File: src/rtl/parking_button_conditioner_pkg.sv
`default_nettype none
// ============================================================================
// Module      : parking_pkg
// Description : Shared constants for the parking button conditioner: button
//               indices, the arbiter priority order and the grant helper.
// Revision    : 1.0 - initial release
// ============================================================================
package parking_pkg;

    localparam int NUM_BTN  = 6;

    // Bit positions of each button inside every button-wide vector
    localparam int BTN_ADD1 = 0;
    localparam int BTN_ADD2 = 1;
    localparam int BTN_ADD3 = 2;
    localparam int BTN_ADD4 = 3;
    localparam int BTN_RST1 = 4;
    localparam int BTN_RST2 = 5;

    typedef logic [NUM_BTN-1:0] btn_vec_t;

    // Buttons allowed to auto-repeat: the four add tiers only
    localparam btn_vec_t REPEAT_MASK = 6'b00_1111;

    // Arbiter order, highest priority first
    localparam int PRIO_ORDER [NUM_BTN] = '{BTN_RST2, BTN_RST1, BTN_ADD4,
                                            BTN_ADD3, BTN_ADD2, BTN_ADD1};

    // One-hot grant of the highest-priority requesting button
    function automatic btn_vec_t pick_grant(input btn_vec_t req);
        logic found;
        pick_grant = '0;
        found      = 1'b0;
        for (int k = 0; k < NUM_BTN; k++) begin
            if (!found && req[PRIO_ORDER[k]]) begin
                pick_grant[PRIO_ORDER[k]] = 1'b1;
                found                     = 1'b1;
            end
        end
    endfunction

endpackage
`default_nettype wire

File: src/rtl/parking_button_conditioner_if.sv
`default_nettype none
// ============================================================================
// Module      : parking_button_conditioner_if
// Description : Raw board buttons in, one-cycle meter event pulses out.
// Revision    : 1.0 - initial release
// ============================================================================
interface parking_button_conditioner_if;

    logic btn_add1;
    logic btn_add2;
    logic btn_add3;
    logic btn_add4;
    logic btn_rst1;
    logic btn_rst2;

    logic add1;
    logic add2;
    logic add3;
    logic add4;
    logic rst1;
    logic rst2;

    // Board / stimulus side: drives raw buttons, observes events
    modport master (
        output btn_add1, btn_add2, btn_add3, btn_add4, btn_rst1, btn_rst2,
        input  add1, add2, add3, add4, rst1, rst2
    );

    // Conditioner side
    modport slave (
        input  btn_add1, btn_add2, btn_add3, btn_add4, btn_rst1, btn_rst2,
        output add1, add2, add3, add4, rst1, rst2
    );

endinterface
`default_nettype wire

File: src/rtl/parking_button_conditioner_debounce.sv
`default_nettype none
// ============================================================================
// Module      : button_debounce
// Description : 2-flop synchroniser, stable-count debouncer and registered
//               rising-edge pulse for one raw button. The debounced level is
//               exported only when PARKING_AUTOREPEAT_EN is defined.
// Revision    : 1.0 - initial release
// ============================================================================
module button_debounce #(
    parameter int DB_CYCLES = 3
) (
    input  wire  clk,
    input  wire  rst,
    input  wire  i_raw,
    output logic o_rise
`ifdef PARKING_AUTOREPEAT_EN
    ,
    output logic o_level
`endif
);

    localparam int CW = $clog2(DB_CYCLES + 1);

    logic          sync1_q, sync1_d;
    logic          sync2_q, sync2_d;
    logic [CW-1:0] cnt_q,   cnt_d;
    logic          level_q, level_d;
    logic          rise_q,  rise_d;

    // Level flips once the synced input has disagreed for DB_CYCLES cycles
    always_comb begin
        sync1_d = i_raw;
        sync2_d = sync1_q;
        cnt_d   = '0;
        level_d = level_q;
        rise_d  = 1'b0;
        if (sync2_q != level_q) begin
            if (cnt_q == CW'(DB_CYCLES - 1)) begin
                level_d = sync2_q;
                rise_d  = sync2_q;
            end else begin
                cnt_d = cnt_q + CW'(1);
            end
        end
    end

    // State registers, all cleared by reset
    always_ff @(posedge clk) begin
        if (rst) begin
            sync1_q <= 1'b0;
            sync2_q <= 1'b0;
            cnt_q   <= '0;
            level_q <= 1'b0;
            rise_q  <= 1'b0;
        end else begin
            sync1_q <= sync1_d;
            sync2_q <= sync2_d;
            cnt_q   <= cnt_d;
            level_q <= level_d;
            rise_q  <= rise_d;
        end
    end

    assign o_rise = rise_q;
`ifdef PARKING_AUTOREPEAT_EN
    assign o_level = level_q;
`endif

endmodule
`default_nettype wire

File: src/rtl/parking_button_conditioner.sv
`default_nettype none
// ============================================================================
// Module      : parking_button_conditioner
// Description : Debounces six meter buttons, queues each press in a pending
//               bit and issues at most one single-cycle event per clock via a
//               fixed-priority arbiter (rst2 > rst1 > add4 > ... > add1).
//               Optional macro PARKING_AUTOREPEAT_EN adds hold-to-repeat on
//               the add buttons.
// Revision    : 1.0 - initial release
// ============================================================================
module parking_button_conditioner
    import parking_pkg::*;
#(
    parameter int DB_CYCLES     = 3,
    parameter int REPEAT_DELAY  = 50,
    parameter int REPEAT_PERIOD = 10
) (
    input  wire clk,
    input  wire rst,
    parking_button_conditioner_if.slave bus
);

    btn_vec_t btn_raw;
    btn_vec_t rise;
    btn_vec_t rep_set;
    btn_vec_t grant;
    btn_vec_t pending_q, pending_d;
    btn_vec_t out_q,     out_d;
`ifdef PARKING_AUTOREPEAT_EN
    btn_vec_t level;
`endif

    assign btn_raw[BTN_ADD1] = bus.btn_add1;
    assign btn_raw[BTN_ADD2] = bus.btn_add2;
    assign btn_raw[BTN_ADD3] = bus.btn_add3;
    assign btn_raw[BTN_ADD4] = bus.btn_add4;
    assign btn_raw[BTN_RST1] = bus.btn_rst1;
    assign btn_raw[BTN_RST2] = bus.btn_rst2;

    for (genvar i = 0; i < NUM_BTN; i++) begin : g_btn
        button_debounce #(
            .DB_CYCLES (DB_CYCLES)
        ) u_db (
            .clk     (clk),
            .rst     (rst),
            .i_raw   (btn_raw[i]),
            .o_rise  (rise[i])
`ifdef PARKING_AUTOREPEAT_EN
            ,
            .o_level (level[i])
`endif
        );
    end

`ifdef PARKING_AUTOREPEAT_EN
    localparam int REP_MAX = (REPEAT_DELAY > REPEAT_PERIOD) ? REPEAT_DELAY : REPEAT_PERIOD;
    localparam int TW      = $clog2(REP_MAX + 1);

    for (genvar i = 0; i < NUM_BTN; i++) begin : g_repeat
        logic [TW-1:0] tmr_q, tmr_d;
        logic          started_q, started_d;
        logic          rep_fire;

        // Count down from each grant; expiry re-arms the pending bit
        always_comb begin
            tmr_d     = tmr_q;
            started_d = started_q;
            rep_fire  = 1'b0;
            if (!level[i] || !REPEAT_MASK[i]) begin
                tmr_d     = '0;
                started_d = 1'b0;
            end else if (grant[i]) begin
                tmr_d     = started_q ? TW'(REPEAT_PERIOD - 1) : TW'(REPEAT_DELAY - 1);
                started_d = 1'b1;
            end else if (tmr_q != '0) begin
                tmr_d    = tmr_q - TW'(1);
                rep_fire = (tmr_q == TW'(1));
            end
        end

        // Repeat timer state
        always_ff @(posedge clk) begin
            if (rst) begin
                tmr_q     <= '0;
                started_q <= 1'b0;
            end else begin
                tmr_q     <= tmr_d;
                started_q <= started_d;
            end
        end

        assign rep_set[i] = rep_fire;
    end
`else
    assign rep_set = '0;
`endif

    // Grant one pending press per cycle, never the button already pulsing
    always_comb begin
        grant     = pick_grant(pending_q & ~out_q);
        out_d     = grant;
        pending_d = (pending_q & ~grant) | rise | rep_set;
    end

    // Pending vector and registered event outputs
    always_ff @(posedge clk) begin
        if (rst) begin
            pending_q <= '0;
            out_q     <= '0;
        end else begin
            pending_q <= pending_d;
            out_q     <= out_d;
        end
    end

    assign bus.add1 = out_q[BTN_ADD1];
    assign bus.add2 = out_q[BTN_ADD2];
    assign bus.add3 = out_q[BTN_ADD3];
    assign bus.add4 = out_q[BTN_ADD4];
    assign bus.rst1 = out_q[BTN_RST1];
    assign bus.rst2 = out_q[BTN_RST2];

endmodule
`default_nettype wire

File: src/flat_wrapper.sv
// flat-port wrapper written by rule: the top's interface ports become plain ports
module parking_button_conditioner_flat import parking_pkg::*;
#(
    parameter int DB_CYCLES     = 3,
    parameter int REPEAT_DELAY  = 50,
    parameter int REPEAT_PERIOD = 10
)
  (clk, rst, bus_btn_add1, bus_btn_add2, bus_btn_add3, bus_btn_add4, bus_btn_rst1, bus_btn_rst2, bus_add1, bus_add2, bus_add3, bus_add4, bus_rst1, bus_rst2);
  parking_button_conditioner_if bus_i ();
  input  wire clk;
  input  wire rst;
  input wire logic [$bits(bus_i.btn_add1)-1:0] bus_btn_add1;
  input wire logic [$bits(bus_i.btn_add2)-1:0] bus_btn_add2;
  input wire logic [$bits(bus_i.btn_add3)-1:0] bus_btn_add3;
  input wire logic [$bits(bus_i.btn_add4)-1:0] bus_btn_add4;
  input wire logic [$bits(bus_i.btn_rst1)-1:0] bus_btn_rst1;
  input wire logic [$bits(bus_i.btn_rst2)-1:0] bus_btn_rst2;
  output wire logic [$bits(bus_i.add1)-1:0] bus_add1;
  output wire logic [$bits(bus_i.add2)-1:0] bus_add2;
  output wire logic [$bits(bus_i.add3)-1:0] bus_add3;
  output wire logic [$bits(bus_i.add4)-1:0] bus_add4;
  output wire logic [$bits(bus_i.rst1)-1:0] bus_rst1;
  output wire logic [$bits(bus_i.rst2)-1:0] bus_rst2;
  assign bus_i.btn_add1 = bus_btn_add1;
  assign bus_i.btn_add2 = bus_btn_add2;
  assign bus_i.btn_add3 = bus_btn_add3;
  assign bus_i.btn_add4 = bus_btn_add4;
  assign bus_i.btn_rst1 = bus_btn_rst1;
  assign bus_i.btn_rst2 = bus_btn_rst2;
  assign bus_add1 = bus_i.add1;
  assign bus_add2 = bus_i.add2;
  assign bus_add3 = bus_i.add3;
  assign bus_add4 = bus_i.add4;
  assign bus_rst1 = bus_i.rst1;
  assign bus_rst2 = bus_i.rst2;
  parking_button_conditioner #(.DB_CYCLES(DB_CYCLES), .REPEAT_DELAY(REPEAT_DELAY), .REPEAT_PERIOD(REPEAT_PERIOD)) u_core (.clk(clk), .rst(rst), .bus(bus_i));
endmodule
File: config.mk
export PLATFORM = sky130hd
export DESIGN_NAME = parking_button_conditioner_flat
export DESIGN_NICKNAME = d
export VERILOG_FILES = /design/src/rtl/parking_button_conditioner_pkg.sv /design/src/rtl/parking_button_conditioner_if.sv /design/src/rtl/parking_button_conditioner_debounce.sv /design/src/rtl/parking_button_conditioner.sv /design/src/flat_wrapper.sv
export SDC_FILE = /design/constraint.sdc
export NUM_CORES = 1
export LEC_CHECK = 0
export ABC_AREA = 1
export CAP_MARGIN = 15
export CORE_MARGIN = 1
export CORE_UTILIZATION = 49
export DETAILED_ROUTE_END_ITERATION = 10
export GPL_TIMING_DRIVEN = 0
export PLACE_DENSITY_LB_ADDON = 0.3
export SYNTH_ARGS = -nofsm -noshare
export SYNTH_HDL_FRONTEND = slang
export SYNTH_SLANG_ARGS = --single-unit
File: constraint.sdc
create_clock -name clk -period 1.1 [get_ports clk]
set_clock_uncertainty 0.15 [all_clocks]
set_input_delay 0.165 -clock clk [delete_from_list [all_inputs] [get_ports clk]]
set_output_delay 0.165 -clock clk [all_outputs]
set_load 0.1 [all_outputs]
Yosys cells after proc, flatten, opt, wreduce, memory -nomap -nowiden

Index checks and enable logic that the tools add are counted.

Output and inout bits: 6
Register bits: 48

Equal/unequal tests: 12
Bitwise logic cells: 17
Reduce and logical (&&, ||, !) cells: 28
Multiplexer cells: 10
$add $sub $neg: 6

Operator list:

| cell                                         | count |
|---|---|
| OR reduction 3 bit                           | 12 |
| adder 2 x 1 -> 2 bit (second input constant) | 6 |
| AND 6 bit                                    | 2 |
| == test 2 bit (second input constant)        | 6 |
| NOT 1 bit                                    | 12 |
| NOT 6 bit                                    | 2 |
| AND reduction 2 bit                          | 6 |
| 2-to-1 mux 1 bit                             | 10 |
| inequality test 1 bit                        | 6 |
| OR 6 bit                                     | 1 |
| logical AND 1 bit                            | 5 |
| logical NOT 1 bit                            | 5 |

Logic depth before layout (Yosys ltp)

Gate-level depths: netlist of the first run.

Depth after elaboration: 21
Mapped depth: 7
Mapped depth without buffers: 7

Hierarchy

Synthesis of the first run repeated with hierarchy kept, for this count alone.

Cells, all modules: 204
Area total of the unflattened synthesis: 1734.2 um^2

By module, submodules not included:

| module                     | instances | area an instance (um^2) | cells each | seq. area each (um^2) |
|---|---|---|---|---|
| button_debounce            | 6         | 214.0                   | 25         | 120.1 |
| parking_button_conditioner | 1         | 450.4                   | 54         | 240.2 |

Worst setup path after synthesis of the first run

No wires, ideal clock.

Kind: register -> register
Start point: reg u_core.out_q[5]
End point: reg u_core.pending_q[2]
Setup time: 0.116 ns
Path buffers: 0
Data required time: 0.834 ns
Stages on the path, launching flop included: 8
Data arrival time: 1.539 ns
Slack: -0.704 ns
Cells stage by stage: dfxtp_1 inv_1 nand2_2 nand2_1 nor2_2 nand3_1 nand2_1 a21oi_1

Cells in the longest elaborated chain, start to end: 15

Ends and longest elaborated chain:

| what                   | line                                 | source |
|---|---|---|
| from (decl)            | parking_button_conditioner.sv:28     | `btn_vec_t out_q, out_d;` |
| from (signal assigned) | parking_button_conditioner.sv:112    | `out_q <= out_d;` |
| NOT 6 bit (*)          | parking_button_conditioner.sv:100    | `grant = pick_grant(pending_q & ~out_q);` |
| AND 6 bit (*)          | parking_button_conditioner.sv:100    |  |
| 2-to-1 mux 1 bit (*)   | parking_button_conditioner_pkg.sv:35 | `if (!found && req[PRIO_ORDER[k]]) begin` |
| logical NOT 1 bit      | parking_button_conditioner_pkg.sv:35 |  |
| logical AND 1 bit      | parking_button_conditioner_pkg.sv:35 |  |
| 2-to-1 mux 1 bit (*)   | parking_button_conditioner_pkg.sv:35 |  |
| logical NOT 1 bit      | parking_button_conditioner_pkg.sv:35 |  |
| logical AND 1 bit      | parking_button_conditioner_pkg.sv:35 |  |
| 2-to-1 mux 1 bit (*)   | parking_button_conditioner_pkg.sv:35 |  |
| logical NOT 1 bit (*)  | parking_button_conditioner_pkg.sv:35 |  |
| logical AND 1 bit (*)  | parking_button_conditioner_pkg.sv:35 |  |
| 2-to-1 mux 1 bit (*)   | parking_button_conditioner_pkg.sv:35 |  |
| NOT 6 bit (*)          | parking_button_conditioner.sv:102    | `pending_d = (pending_q & ~grant) \| rise \| rep_set;` |
| AND 6 bit (*)          | parking_button_conditioner.sv:102    |  |
| OR 6 bit (*)           | parking_button_conditioner.sv:102    |  |
| to (signal assigned)   | parking_button_conditioner.sv:111    | `pending_q <= pending_d;` |
| to (decl)              | parking_button_conditioner.sv:27     | `btn_vec_t pending_q, pending_d;` |

Every way passes the cells marked *; elsewhere a longest branch is shown, timed or not.
A chain may end at the register's enable or synchronous reset.

Worst setup path after layout of the first run

Start point: reg u_core.out_q[4]
End point: out bus_rst1

RTL lines:

| what      | line               | source |
|---|---|---|
| to (decl) | flat_wrapper.sv:22 | `output wire logic [$bits(bus_i.rst1)-1:0] bus_rst1;` |

No word-level cell between the ends.

==> results of run 1 <==
-- sequential cells by signal, summed over array words and instances, names as in the netlist --
name,count
u_core.g_btn.u_db.cnt_q,12
u_core.pending_q,6
u_core.g_btn.u_db.sync1_q,6
u_core.g_btn.u_db.level_q,6
u_core.g_btn.u_db.sync2_q,6
u_core.out_q,6
u_core.g_btn.u_db.o_rise,6
-- path summary, 6_finish.rpt --
check	slack, ns	to
worst max-delay path	-0.14	bus_rst1
worst min-delay path	0.16	u_core.g_btn[5].u_db.sync1_q
worst max register to register	-0.09	u_core.pending_q[1]
worst min register to register	0.25	u_core.g_btn[2].u_db.cnt_q[0]
-- layout make-up --
type | instances | area (µm²) | share of cell area
clock buffers | 6 | 41.3 | 0.0191
well taps | 44 | 55.1 | 0.0254
plain buffers | 4 | 30.0 | 0.0139
repair buffers | 17 | 223 | 0.103
flip-flops and latches | 48 | 996 | 0.460
multi-input cells | 99 | 657 | 0.303
inverters | 34 | 128 | 0.0590
clock inverters | 2 | 35.0 | 0.0162
-- per-stage QoR --
step	worst slack, ns	power, W	instance area, µm²
2_1_floorplan	-0.181	0.00186	1640
4_1_cts	-0.159	0.00289	2020
6_report	-0.139	0.00287	2160
3_5_place_dp	-0.675	0.00191	1830
5_1_grt	-0.185	0.00300	2160
3_3_place_gp	-0.670	0.00190	1830
-- power breakdown --
part,switching [W],internal (W),leakage (nW),total [W]
Sequential,0.0000175,0.00175,0.398,0.00177
Clock,0.000509,0.000477,0.0422,0.000986
Combinational,0.0000591,0.0000545,0.375,0.000114
Total,0.000586,0.00228,0.816,0.00287
-- placed cells by master (no fill, tap or decap), types with 3 or more instances in the layout --
cell type and instances:
dfxtp_4 7, inv_2 13, nor2_1 34, buf_12 6, a21oi_1 16, inv_1 21
clkdlybuf4s50_1 6, buf_4 7, nand2_1 17, clkbuf_4 5, nand2_4 3, nand3_2 5
o211ai_1 5, a211oi_1 4, ha_4 5, dfxtp_1 34, dfxtp_2 7
-- cells by family after synthesis --
family                   count (synthesis)
buffers and inverters                   38
AO/OA/AOI/OAI                           28
adder cells (fa/ha/maj)                  6
AND/OR/NAND/NOR                         64
XOR/XNOR                                 1
flip-flops                              48
-- layer usage --
metal | vias up | wire length [µm] | global-route usage
met5 | - | 0 | 0
met4 | 0 | 55 | 0.0864
met3 | 6 | 109 | 0.0677
met2 | 20 | 1500 | 0.339
met1 | 537 | 1160 | 0.178
li1 | 622 | - | -
-- what timing repair did --
| item | CTS | global route |
|---|---|---|
| gates resized for setup | 70 | 36 |
| hold endpoints to repair | 0 | 0 |
| buffers inserted | 3 | 1 |
| setup endpoints to repair | 43 | 33 |
| pin swaps | 6 | 12 |
==> summary.txt, run 1 <==
======================================================================================================
Adder-cell share of the synthesized area                                                        0.0462
Status                                                                                    finished, violations left
Syn-to-layout area delta                                                                         33.3%
Core Box Area                                                                                 3100 µm²
Vertical extent of the die                                                                     59.6 µm
Final instance count without filler cells                                                          254
HPWL after detailed placement                                                                  1730 µm
Initial Utilization                                                                              0.523
Number of global-route vias before repair                                                         1150
Slowest stage cell, crit path                                                                  dfxtp_4
Avg WL per Cell                                                                                11.1 µm
Worst max-slew margin expressed relative to the limit                                            0.820
Share of synthesized area occupied by flip-flops and latches                                     0.592
Count of synthesis-stage warnings from yosys                                                         0
Clock tree from TritonCTS                                                                          yes
Worst-case setup margin in the final layout                                                  -0.139 ns
Number of slew-limit violations in the final report                                                  0
Depth of the worst register-to-register path                                                         7
CTS root buffer                                                                               clkbuf_4
Top flip-flop cell by instance count after synthesis                                           dfxtp_1
Leakage power                                                                                 0.816 nW
Critical R2R Launch                                                                       u_core.out_q[4]
Delay of the slowest cell on the worst path                                                    0.40 ns
Synth top area cells                                                                      dfxtp_1 (59%), nor2_1 (8.3%), inv_1 (7.9%)
Setup TNS                                                                                     -1.10 ns
Cell type with the largest total area after synthesis                                          dfxtp_1
Max Buffers Root-to-Sink                                                                             2
Width of the die                                                                               59.6 µm
Starting DRT DRC Count                                                                              34
Unrepaired setup endpoints after global routing                                                    yes
Synthesized-area fraction occupied by ao, oa, aoi and oai cells                                  0.104
Achievable clock frequency                                                                     807 MHz
Proportion of register bits with asynchronous set or reset after synthesis                           0
Worst VDD drop                                                                              0.000782 V
Launching element of the worst setup path                                                 u_core.out_q[4]
Final wirelength                                                                               2820 µm
Total clock buffers created by CTS                                                                   5
Number of setup violations in the final report                                                      13
Portion of synthesized cell area occupied by the leading cell type                               0.592
Congestion Overflow GR                                                                               0
Number of nets in the finished design                                                              223
Final clock period utilization by the worst path                                                  1.13
Largest net degree at the start of global routing                                                   15
Post-detailed-route count of antenna-violating nets                                                  0
Kind of cell adding the most delay to the critical path                                     flip-flops
Initial antenna violation count                                                                      0
Depth of the critical timing path with buffers and inverters included                                1
Share of layout cells above drive strength 1                                                     0.329
Post-Route Hold Slack                                                                         0.156 ns
Number of port buffers                                                                              13
Post-Synthesis Net Count                                                                           199
Worst-Margin Slew                                                                             0.269 ns
Tmin final                                                                                     1.24 ns
Origin of the worst min-delay path                                                        bus_btn_rst2
CP arrival                                                                                     0.92 ns
Buf+Inv Stages, Crit Path                                                                            1
Mean instance size in the synthesized netlist                                                 8.78 µm²
Placer congestion estimate                                                                       0.706
Number of top-level pins                                                                            14
Critical path fanouts, max                                                                           3
Ordered cell list for the critical path                                                         buf_12
H-tree Lvls                                                                                          2
Pwr/cell area                                                                              1320 nW/µm²
Worst Hold Class                                                                          input pin to register
CP Launch Type                                                                                register
First-pass GRT wire length                                                                     4580 µm
Most repeated cell in the gate-level netlist after synthesis                                   dfxtp_1
Placed cell count                                                                                  242
Remaining design rule violation count                                                                0
Synth Instances                                                                                    185
Number of inserted filler cells in the final layout                                                230
Count of distinct cell types in the synthesized netlist                                             16
Vias post-DR                                                                                      1185
CTS sink count                                                                                      48
Data required time at the worst endpoint                                                       0.78 ns
Vias per cell                                                                                     4.67
Commonest cells in the synthesized netlist                                                dfxtp_1 (48), nor2_1 (36), inv_1 (34)
GRT Util Overall                                                                                 0.183
Clock insertion delay at the later pin of the skew report                                      0.36 ns
Max capacitance violation total                                                                      0
Endpoints failing hold                                                                               0
Violated checks                                                                           setup timing
Total die area                                                                                3550 µm²
Diode insertion count for antenna repair                                                             0
Worst setup path class                                                                    register to primary output
Xor-xnor portion of the synthesized cell area                                                  0.00539
First-pass DRT Iterations                                                                            4
Post-synthesis register bit count                                                                   48
Fraction of the core area covered by cells at the end of the flow                                0.698
Post-Synth Simple-Gate Area                                                                      0.156
Category of the worst setup path capture point                                            primary output
Count of hold-fix buffers inserted at cts                                                            0
EDFF count, synth                                                                                    0
Multiplexer area fraction after synthesis                                                            0
Dominant combinational cell family by area after synthesis                                simple AND/OR/NAND/NOR gates
Site Rows                                                                                           20
Hold path cells                                                                                      3
Post-synth design cell area                                                                   1620 µm²
Clock transition at the register clock pins on the worst setup and hold paths after CTS        0.13 ns
======================================================================================================
No activity file was read; power rests on OpenSTA's default activity.
==> run 2, diff against run 1 <==
CORE_MARGIN = 8   (was 1)
SETUP_SLACK_MARGIN = 0.1   (was unset)
==> run 2 against run 1 <==
Effect of this change: the run still ends with setup timing left; die area rose by 53%; combinational power increased by 4%; largest power group unchanged; sequential power about the same; fmax shrank 1.1%; routed wire length is 13% higher; core utilization fell by 0.90 points; worst setup slack worse by 0.014 ns; first-iteration DRC count grew 26%; hold slack is essentially flat; sequential share of layout area is 1.4 points lower; clock power about the same.
==> summary.txt, run 2 (synthesized netlist as in run 1, its figures left out) <==
======================================================================================================
Status                                                                                    finished, violations left   unchanged
Violated checks                                                                           setup timing   unchanged
H-tree Lvls                                                                                          2   unchanged
Number of setup violations in the final report                                                      12   was 13
Remaining design rule violation count                                                                0   unchanged
Worst-Margin Slew                                                                             0.267 ns   was 0.269 ns
Pre-CTS setup slack                                                                          -0.684 ns   was -0.675 ns
Total die area                                                                                5410 µm²   was 3550 µm²
Worst-case setup margin in the final layout                                                  -0.153 ns   was -0.139 ns
Data required time at the worst endpoint                                                       0.78 ns   about the same
Worst Hold Class                                                                          input pin to register   unchanged
Vertical extent of the die                                                                     73.6 µm   was 59.6 µm
Slowest stage cell, crit path                                                                  dfxtp_4   unchanged
Depth of the critical timing path with buffers and inverters included                                1   unchanged
Worst setup path class                                                                    register to primary output   unchanged
Syn-to-layout area delta                                                                         38.1%   was 33.3%
Register ranked first by flip-flop count                                                  u_core.g_btn.u_db.cnt_q   unchanged
Number of global-route vias before repair                                                         1183   was 1150
First-pass GRT wire length                                                                     4910 µm   was 4580 µm
Placer congestion estimate                                                                       0.738   was 0.706
Kind of cell adding the most delay to the critical path                                     flip-flops   unchanged
Worst max-slew margin expressed relative to the limit                                            0.822   was 0.820
Post-detailed-route count of antenna-violating nets                                                  0   unchanged
Final clock period utilization by the worst path                                                  1.14   was 1.13
CTS root buffer                                                                               clkbuf_4   unchanged
Site Rows                                                                                           21   was 20
Ordered cell list for the critical path                                                         buf_12   unchanged
Internal power                                                                               0.00228 W   about the same
Number of top-level pins                                                                            14   unchanged
Vias post-DR                                                                                      1220   was 1185
Clock tree from TritonCTS                                                                          yes   unchanged
Number of slew-limit violations in the final report                                                  0   unchanged
Final wirelength                                                                               3190 µm   was 2820 µm
Diode insertion count for antenna repair                                                             0   unchanged
Combinational group share of total power                                                         0.041   was 0.040
Buf+Inv Stages, Crit Path                                                                            1   unchanged
CP Launch Type                                                                                register   unchanged
Switching portion of total power                                                                 0.215   was 0.204
Most common library cell in the layout ignoring fill and taps                                   nor2_1
Initial antenna violation count                                                                      0   unchanged
Width of the die                                                                               73.6 µm   was 59.6 µm
Total clock buffers created by CTS                                                                   5   unchanged
Delay of the slowest cell on the worst path                                                    0.40 ns   about the same
Worst VDD drop                                                                              0.000847 V   was 0.000782 V
Vias per cell                                                                                     4.77   was 4.67
Sequential group share of total power                                                            0.609   was 0.617
Number of nets in the finished design                                                              223   unchanged
First-pass DRT Iterations                                                                            4   unchanged
Number of port buffers                                                                              13   unchanged
Clock Power Share                                                                                0.350   was 0.344
Max Buffers Root-to-Sink                                                                             2   unchanged
GRT Util Overall                                                                                 0.120   was 0.183
Starting DRT DRC Count                                                                              43   was 34
Pwr/cell area                                                                              1300 nW/µm²   was 1320 nW/µm²
Initial Utilization                                                                              0.498   was 0.523
CP arrival                                                                                     0.94 ns   was 0.92 ns
Core Box Area                                                                                 3260 µm²   was 3100 µm²
Depth of the worst register-to-register path                                                         7   unchanged
Clock insertion delay at the later pin of the skew report                                      0.36 ns   about the same
Most frequent cells in the layout                                                         nor2_1 (32), dfxtp_1 (30), inv_1 (20)   was nor2_1 (34), dfxtp_1 (34), inv_1 (21)
Number of inserted filler cells in the final layout                                                267   was 230
Clock transition at the register clock pins on the worst setup and hold paths after CTS        0.14 ns   was 0.13 ns
Congestion Overflow GR                                                                               0   unchanged
Avg WL per Cell                                                                                12.5 µm   was 11.1 µm
Largest register FFs                                                                                12   unchanged
Achievable clock frequency                                                                     798 MHz   was 807 MHz
Post-Route Hold Slack                                                                         0.156 ns   about the same
Critical path fanouts, max                                                                           3   unchanged
Unrepaired setup endpoints after global routing                                                    yes   unchanged
CTS sink count                                                                                      48   unchanged
Leakage power                                                                                 0.830 nW   was 0.816 nW
HPWL after detailed placement                                                                  1810 µm   was 1730 µm
Hold path cells                                                                                      3   unchanged
Category of the worst setup path capture point                                            primary output   unchanged
Endpoints failing hold                                                                               0   unchanged
Tmin final                                                                                     1.25 ns   was 1.24 ns
Max capacitance violation total                                                                      0   unchanged
Share of layout cells above drive strength 1                                                     0.419   was 0.329
P_sw                                                                                        0.000624 W   was 0.000586 W
Largest net degree at the start of global routing                                                   16   was 15
======================================================================================================
==> run 2: cell count changes in the layout (fill, tap and decap cells not counted), moves of 3 or more <==
cell	change
a211oi_1	-3
dfxtp_2	+4
dfxtp_1	-4
nand2_2	+5
a21oi_1	-5
nand2_1	-3
a211oi_2	+3
a21oi_2	+5
==> run 2: power by group through the flow <==
| stage | clock (W) | sequential (W) | combinational (W) |
|---|---|---|---|
| floorplan | 0 | 0.00180 | 0.0000586 |
| detailed placement | 0 | 0.00181 | 0.000102 |
| finish | 0.00102 | 0.00177 | 0.000119 |
| global route | 0.00112 | 0.00177 | 0.000134 |
| CTS | 0.00104 | 0.00177 | 0.000111 |
| global placement | 0 | 0.00180 | 0.0000980 |
==> run 2: path summary, 6_finish.rpt <==
| path | start | to | slack [ns] |
|---|---|---|---|
| setup / recovery | u_core.out_q[4] | bus_rst1 | -0.15 |
| hold / removal | bus_btn_add1 | u_core.g_btn[0].u_db.sync1_q | 0.16 |
| setup reg to reg | u_core.out_q[4] | u_core.pending_q[2] | -0.10 |
| hold reg to reg | u_core.g_btn[4].u_db.sync1_q | u_core.g_btn[4].u_db.sync2_q | 0.26 |
==> run 2: per-stage QoR <==
step	util	cells	TNS (ns)	instance area, µm²	total power (W)
finish	0.689	256	-1.13	2240	0.00291
floorplan	-	185	-0.938	1640	0.00186
detailed placement	0.562	244	-21.81	1830	0.00191
global placement	0.562	244	-21.11	1830	0.00190
global route	0.689	256	-1.88	2240	0.00303
CTS	0.653	256	-1.15	2130	0.00292
==> run 2: cell type report <==
| class | count | area, µm² | share of cell area |
|---|---|---|---|
| sequential | 48 | 1000 | 0.446 |
| multi-input combinational | 99 | 721 | 0.321 |
| timing repair buffer | 17 | 226 | 0.101 |
| inverter | 34 | 128 | 0.0569 |
| tap | 46 | 57.6 | 0.0257 |
| clock inverter | 3 | 42.5 | 0.0190 |
| clock buffer | 5 | 37.5 | 0.0167 |
| buffer | 4 | 30.0 | 0.0134 |
==> run 2: metal layers <==
layer	vias to the layer above	part of all wire	GRT usage	wire, µm
met5	-	0	0	0
met4	0	0.017	0.0599	54
met3	6	0.040	0.0450	128
met2	19	0.53	0.216	1680
met1	575	0.41	0.117	1320
li1	620	-	-	-
==> run 2: timing repair <==
item,4_1_cts,5_1_grt
setup endpoints to repair,51,38
gates resized for setup,96,31
hold buffers,0,0
setup buffers,4,0
pin swaps,24,18
==> RTL edit 1, RTL diff (settings of run 2) <==
`DB_CYCLES` is set to 3 in 3 places; all go to 2.
--- a/src/rtl/parking_button_conditioner_debounce.sv
+++ b/src/rtl/parking_button_conditioner_debounce.sv
@@ -8,5 +8,5 @@
 // ============================================================================
 module button_debounce #(
-    parameter int DB_CYCLES = 3
+    parameter int DB_CYCLES = 2
 ) (
     input  wire  clk,
--- a/src/rtl/parking_button_conditioner.sv
+++ b/src/rtl/parking_button_conditioner.sv
@@ -12,5 +12,5 @@
     import parking_pkg::*;
 #(
-    parameter int DB_CYCLES     = 3,
+    parameter int DB_CYCLES     = 2,
     parameter int REPEAT_DELAY  = 50,
     parameter int REPEAT_PERIOD = 10
--- a/src/flat_wrapper.sv
+++ b/src/flat_wrapper.sv
@@ -2,5 +2,5 @@
 module parking_button_conditioner_flat import parking_pkg::*;
 #(
-    parameter int DB_CYCLES     = 3,
+    parameter int DB_CYCLES     = 2,
     parameter int REPEAT_DELAY  = 50,
     parameter int REPEAT_PERIOD = 10
Function: changed (a bounded check fails within 10 cycles, from zero or initial values and one cycle with rst high).
==> RTL edit 1 against run 2 <==
  * The flow still finishes with violations (negative setup slack)
  * Area after synthesis increased by 1.8%
  * Count of clock-buffer cells in the layout did not move
  * Setup slack gained 0.0016 ns
  * Critical endpoint is now bus_rst2
  * Sequential cell count unchanged
  * Routed wire length down 5.2%
  * Largest power group unchanged
  * Register-to-register slack got worse by 0.02 ns
  * Total power is 5.7% lower
  * Via count decreased by 2.1%
  * Largest cell class unchanged
  * Critical path type unchanged
  * Design area is 1.2% lower
==> RTL edit 1: results (changes against run 2) <==
metric	value	unit	change
status	complete, but fails checks		unchanged
failing checks	negative setup slack		unchanged
Initial DRC Count	47		was 43
Synth cell types	15		was 16
met1 Use GR	0.1116		was 0.1175
Metal-1 WL	1.213	mm	was 1.323 mm
top post-synthesis cells by count	48 x dfxtp_1, 35 x nor2_1, 33 x inv_1, 18 x nand2_1, 16 x a21oi_1		was 48 x dfxtp_1, 36 x nor2_1, 34 x inv_1, 20 x nand2_1, 16 x a21oi_1
Place WS	-0.6865	ns	was -0.6843 ns
overall routing resource usage	0.1154		was 0.1203
dpl cells	242		was 244
Static Leak	0.0008085	uW	was 0.0008301 uW
Worst Slack Setup Final	-0.1511	ns	was -0.1526 ns
crit path launch	u_core.out_q[5]$_SDFF_PP0_		was u_core.out_q[4]$_SDFF_PP0_
met2 Track Usage GR	0.2178		was 0.2156
pin count of the biggest net entering global routing	17		was 16
Power Density	1237	mW/mm^2	was 1296 mW/mm^2
Gate Count Post-Synth	183		was 185
slowest CP cell	dfxtp_4		unchanged
crit path to	bus_rst2		was bus_rst1
Comb pwr share	0.052		was 0.041
Routed WL	3.021	mm	was 3.188 mm
GPL Wtd Cong	0.7597		was 0.7383
Critical Path Max Stage Delay	0.40	ns	about the same
Rel. slew slack	0.8120		was 0.8223
Adder-Cell Fraction of Synth Area	0.04542		was 0.04622
Post-Synth XOR/XNOR Area	0		was 0.005393
r2r setup slk	-0.12	ns	was -0.10 ns
max reg flops	12		unchanged
met3 wire length	106	um	was 128 um
Via-to-Cell Ratio	4.738		was 4.766
# setup viols final	14		was 12
# fillers	249		was 267
Synth Area in Compound Gates	0.1166		was 0.1040
drt wl/cell	11.99	um	was 12.45 um
via count of the first global-routing pass	1230		was 1183
Cell Area, Placed	0.001866	sq mm	was 0.001832 sq mm
hpwl dp	1.938	mm	was 1.811 mm
worst vdd ir	1.015	mV	was 0.8468 mV
hold_sp	bus_btn_rst2		was bus_btn_add1
syn_nets	197		was 199
part of the power in registers	0.651		was 0.609
Layout Nets	219		was 223
M3 GR Usage	0.04582		was 0.04502
layout cells sized above 1	0.4466		was 0.4190
Setup TNS	-1.258	ns	was -1.129 ns
first-pass GRT wire length	4.947	mm	was 4.905 mm
DR WL met2	1.673	mm	was 1.682 mm
switching power	662.0	uW	was 623.9 uW
initial antenna violation count	0		unchanged
post-synthesis sequential area ratio	0.5814		was 0.5917
[RTL edit 1: cell types whose count changed after synthesis]
cell,before,now
buf_4,4,1
buf_6,0,3
nand2_1,20,18
nor2_4,0,2
a211oi_1,5,6
a21oi_2,1,2
inv_1,34,33
nand2_2,1,2
nor2_1,36,35
nor2_2,1,0
nor3_1,1,0
o211ai_2,0,1
o21ai_0,1,0
xor2_1,1,0
[RTL edit 1: worst min path at each step]
stage                                              endpoint  slack, ns  cells after the start
floorplan           u_core.g_btn[0].u_db.sync1_q$_SDFF_PP0_       0.12                      2
global placement    u_core.g_btn[2].u_db.sync2_q$_SDFF_PP0_       0.24                      2
detailed placement  u_core.g_btn[4].u_db.sync2_q$_SDFF_PP0_       0.25                      2
CTS                 u_core.g_btn[5].u_db.sync1_q$_SDFF_PP0_       0.14                      3
global route        u_core.g_btn[5].u_db.sync1_q$_SDFF_PP0_       0.14                      3
finish              u_core.g_btn[5].u_db.sync1_q$_SDFF_PP0_       0.15                      3
[RTL edit 1: area by class of cell]
cell class | instances | area (sq um) | area share
well taps | 46 | 57.56 | 0.02596
clock buffers | 5 | 37.54 | 0.01693
plain buffers | 4 | 41.29 | 0.01862
inverters | 33 | 123.9 | 0.05587
clock inverters | 3 | 23.77 | 0.01072
repair buffers | 15 | 211.5 | 0.09537
flip-flops and latches | 48 | 999.7 | 0.4509
multi-input cells | 98 | 721.9 | 0.3256
[RTL edit 1: cells by family after synthesis]
| family | Yosys count |
|---|---|
| compound gates | 30 |
| fa+ha+maj | 6 |
| buf+inv | 37 |
| flops | 48 |
| simple gates | 62 |
[RTL edit 1: what timing repair did]
action	in CTS	in global routing
gates resized for setup	95	28
pin swaps	11	17
setup endpoints to repair	52	40
buffers inserted	2	0
==> RTL edit 2, RTL diff (config.mk and constraints of run 2) <==
Made on the original files. Add a define of `PARKING_AUTOREPEAT_EN`.
--- a/src/rtl/parking_button_conditioner_debounce.sv
+++ b/src/rtl/parking_button_conditioner_debounce.sv
@@ -7,4 +7,6 @@
 // Revision    : 1.0 - initial release
 // ============================================================================
+`define PARKING_AUTOREPEAT_EN
+
 module button_debounce #(
     parameter int DB_CYCLES = 3
Check against the original RTL: no difference found for any inputs over 10 cycles, from zero or initial values and one cycle with rst high; that may be too few to reach the edited logic, so the function may still have changed.
==> RTL edit 2 against run 2 <==
  * The run still ends with negative setup slack left
  * Synthesized cell count increased by 120%
  * Core utilization increased by 3.2 points
  * Routed wire length increased by 140%
  * Design area increased by 110%
  * Setup slack got worse by 0.15 ns
  * Largest power group unchanged
  * Highest routed layer unchanged
  * Largest cell class is now multi-input combinational cells
  * Sequential cell count increased by 28
  * Total power increased by 72%
  * Critical path depth increased by 6
  * Count of clock-buffer cells in the layout increased by 8
  * Area after synthesis increased by 100%
==> RTL edit 2: results (changes against run 2) <==
metric	value	unit	change
status	complete, but fails checks		unchanged
failing checks	negative setup slack		unchanged
clock latency on the worst-skew pair	0.34	ns	was 0.36 ns
Hold Crit Depth	4		was 3
CTS clk-pin slew, worst paths	0.08	ns	was 0.14 ns
Hold Worst Slack	0.1735	ns	was 0.1562 ns
part of the power in registers	0.556		was 0.609
# setup viols final	43		was 12
via count of the first global-routing pass	2666		was 1183
Gate Count Post-Synth	402		was 185
Root Driver	clkbuf_8		was clkbuf_4
DR WL met2	3.721	mm	was 1.682 mm
met1 Use GR	0.1563		was 0.1175
Synth cell types	32		was 16
Worst Slack Setup Final	-0.3062	ns	was -0.1526 ns
Pwr Total	4993	uW	was 2907 uW
GPL Wtd Cong	0.7771		was 0.7383
Pint	3888	uW	was 2283 uW
pin count of the biggest net entering global routing	14		was 16
Critical Path Max Stage Delay	0.36	ns	was 0.40 ns
critical path arrival	1.46	ns	was 0.94 ns
met2 Track Usage GR	0.2462		was 0.2156
Via-to-Cell Ratio	5.159		was 4.766
worst-path maximum fanout	9		was 3
CTS H-tree lvls	3		was 2
hpwl dp	4.056	mm	was 1.811 mm
post-CTS setup repair buffer count	22		was 4
Metal-1 WL	3.350	mm	was 1.323 mm
crit path to	u_core.pending_q[1]$_SDFF_PP0_		was bus_rst1
fin cells	540		was 256
hold_sp	rst		was bus_btn_add1
Initial DRC Count	103		was 43
Synth area leaders	dfxtp_1 47%, nand2_1 7.7%, nor2_1 7.5%, inv_1 7.2%, ha_1 6.9%		was dfxtp_1 59%, nor2_1 8.3%, inv_1 7.9%, a21oi_1 4.9%, ha_1 4.6%
DRT Pass-1 Iters	5		was 4
dpl cells	491		was 244
hold path endpoint	u_core.g_btn[5].u_db.cnt_q[1]$_SDFF_PP0_		was u_core.g_btn[0].u_db.sync1_q$_SDFF_PP0_
syn_nets	428		was 199
drt wl/cell	14.09	um	was 12.45 um
met3 wire length	298	um	was 128 um
Num CTS Buffers	9		was 5
Static Leak	0.002090	uW	was 0.0008301 uW
worst vdd ir	1.029	mV	was 0.8468 mV
PortBufs	12		was 13
RTL edit 2: cell types whose count changed after synthesis, moves of 5 or more:
cell and delta:
nand2_1 +47, nor2_1 +29, dfxtp_1 +28, inv_1 +28, ha_1 +12, xnor2_1 +11, a21oi_1 +7, nand3_1 +7
nand4_1 +6, nor3_1 +6, o21ai_0 +6, xor2_1 +5
RTL edit 2: logic make-up after synthesis:
family,share of synthesized area
AND/OR/NAND/NOR,0.2681
flip-flops,0.4684
buffers and inverters,0.07896
AO/OA/AOI/OAI,0.06933
adder cells (fa/ha/maj),0.06934
XOR/XNOR,0.04584
RTL edit 2: cell type report:
type,instances,area (sq um),share of cell area
inverter,63,269.0,0.05842
buffer,5,21.27,0.004620
multi-input combinational,259,1956,0.4247
clock buffer,13,180.2,0.03913
tap,77,96.34,0.02092
clock inverter,3,18.77,0.004076
timing repair buffer,44,479.2,0.1041
sequential,76,1584,0.3440
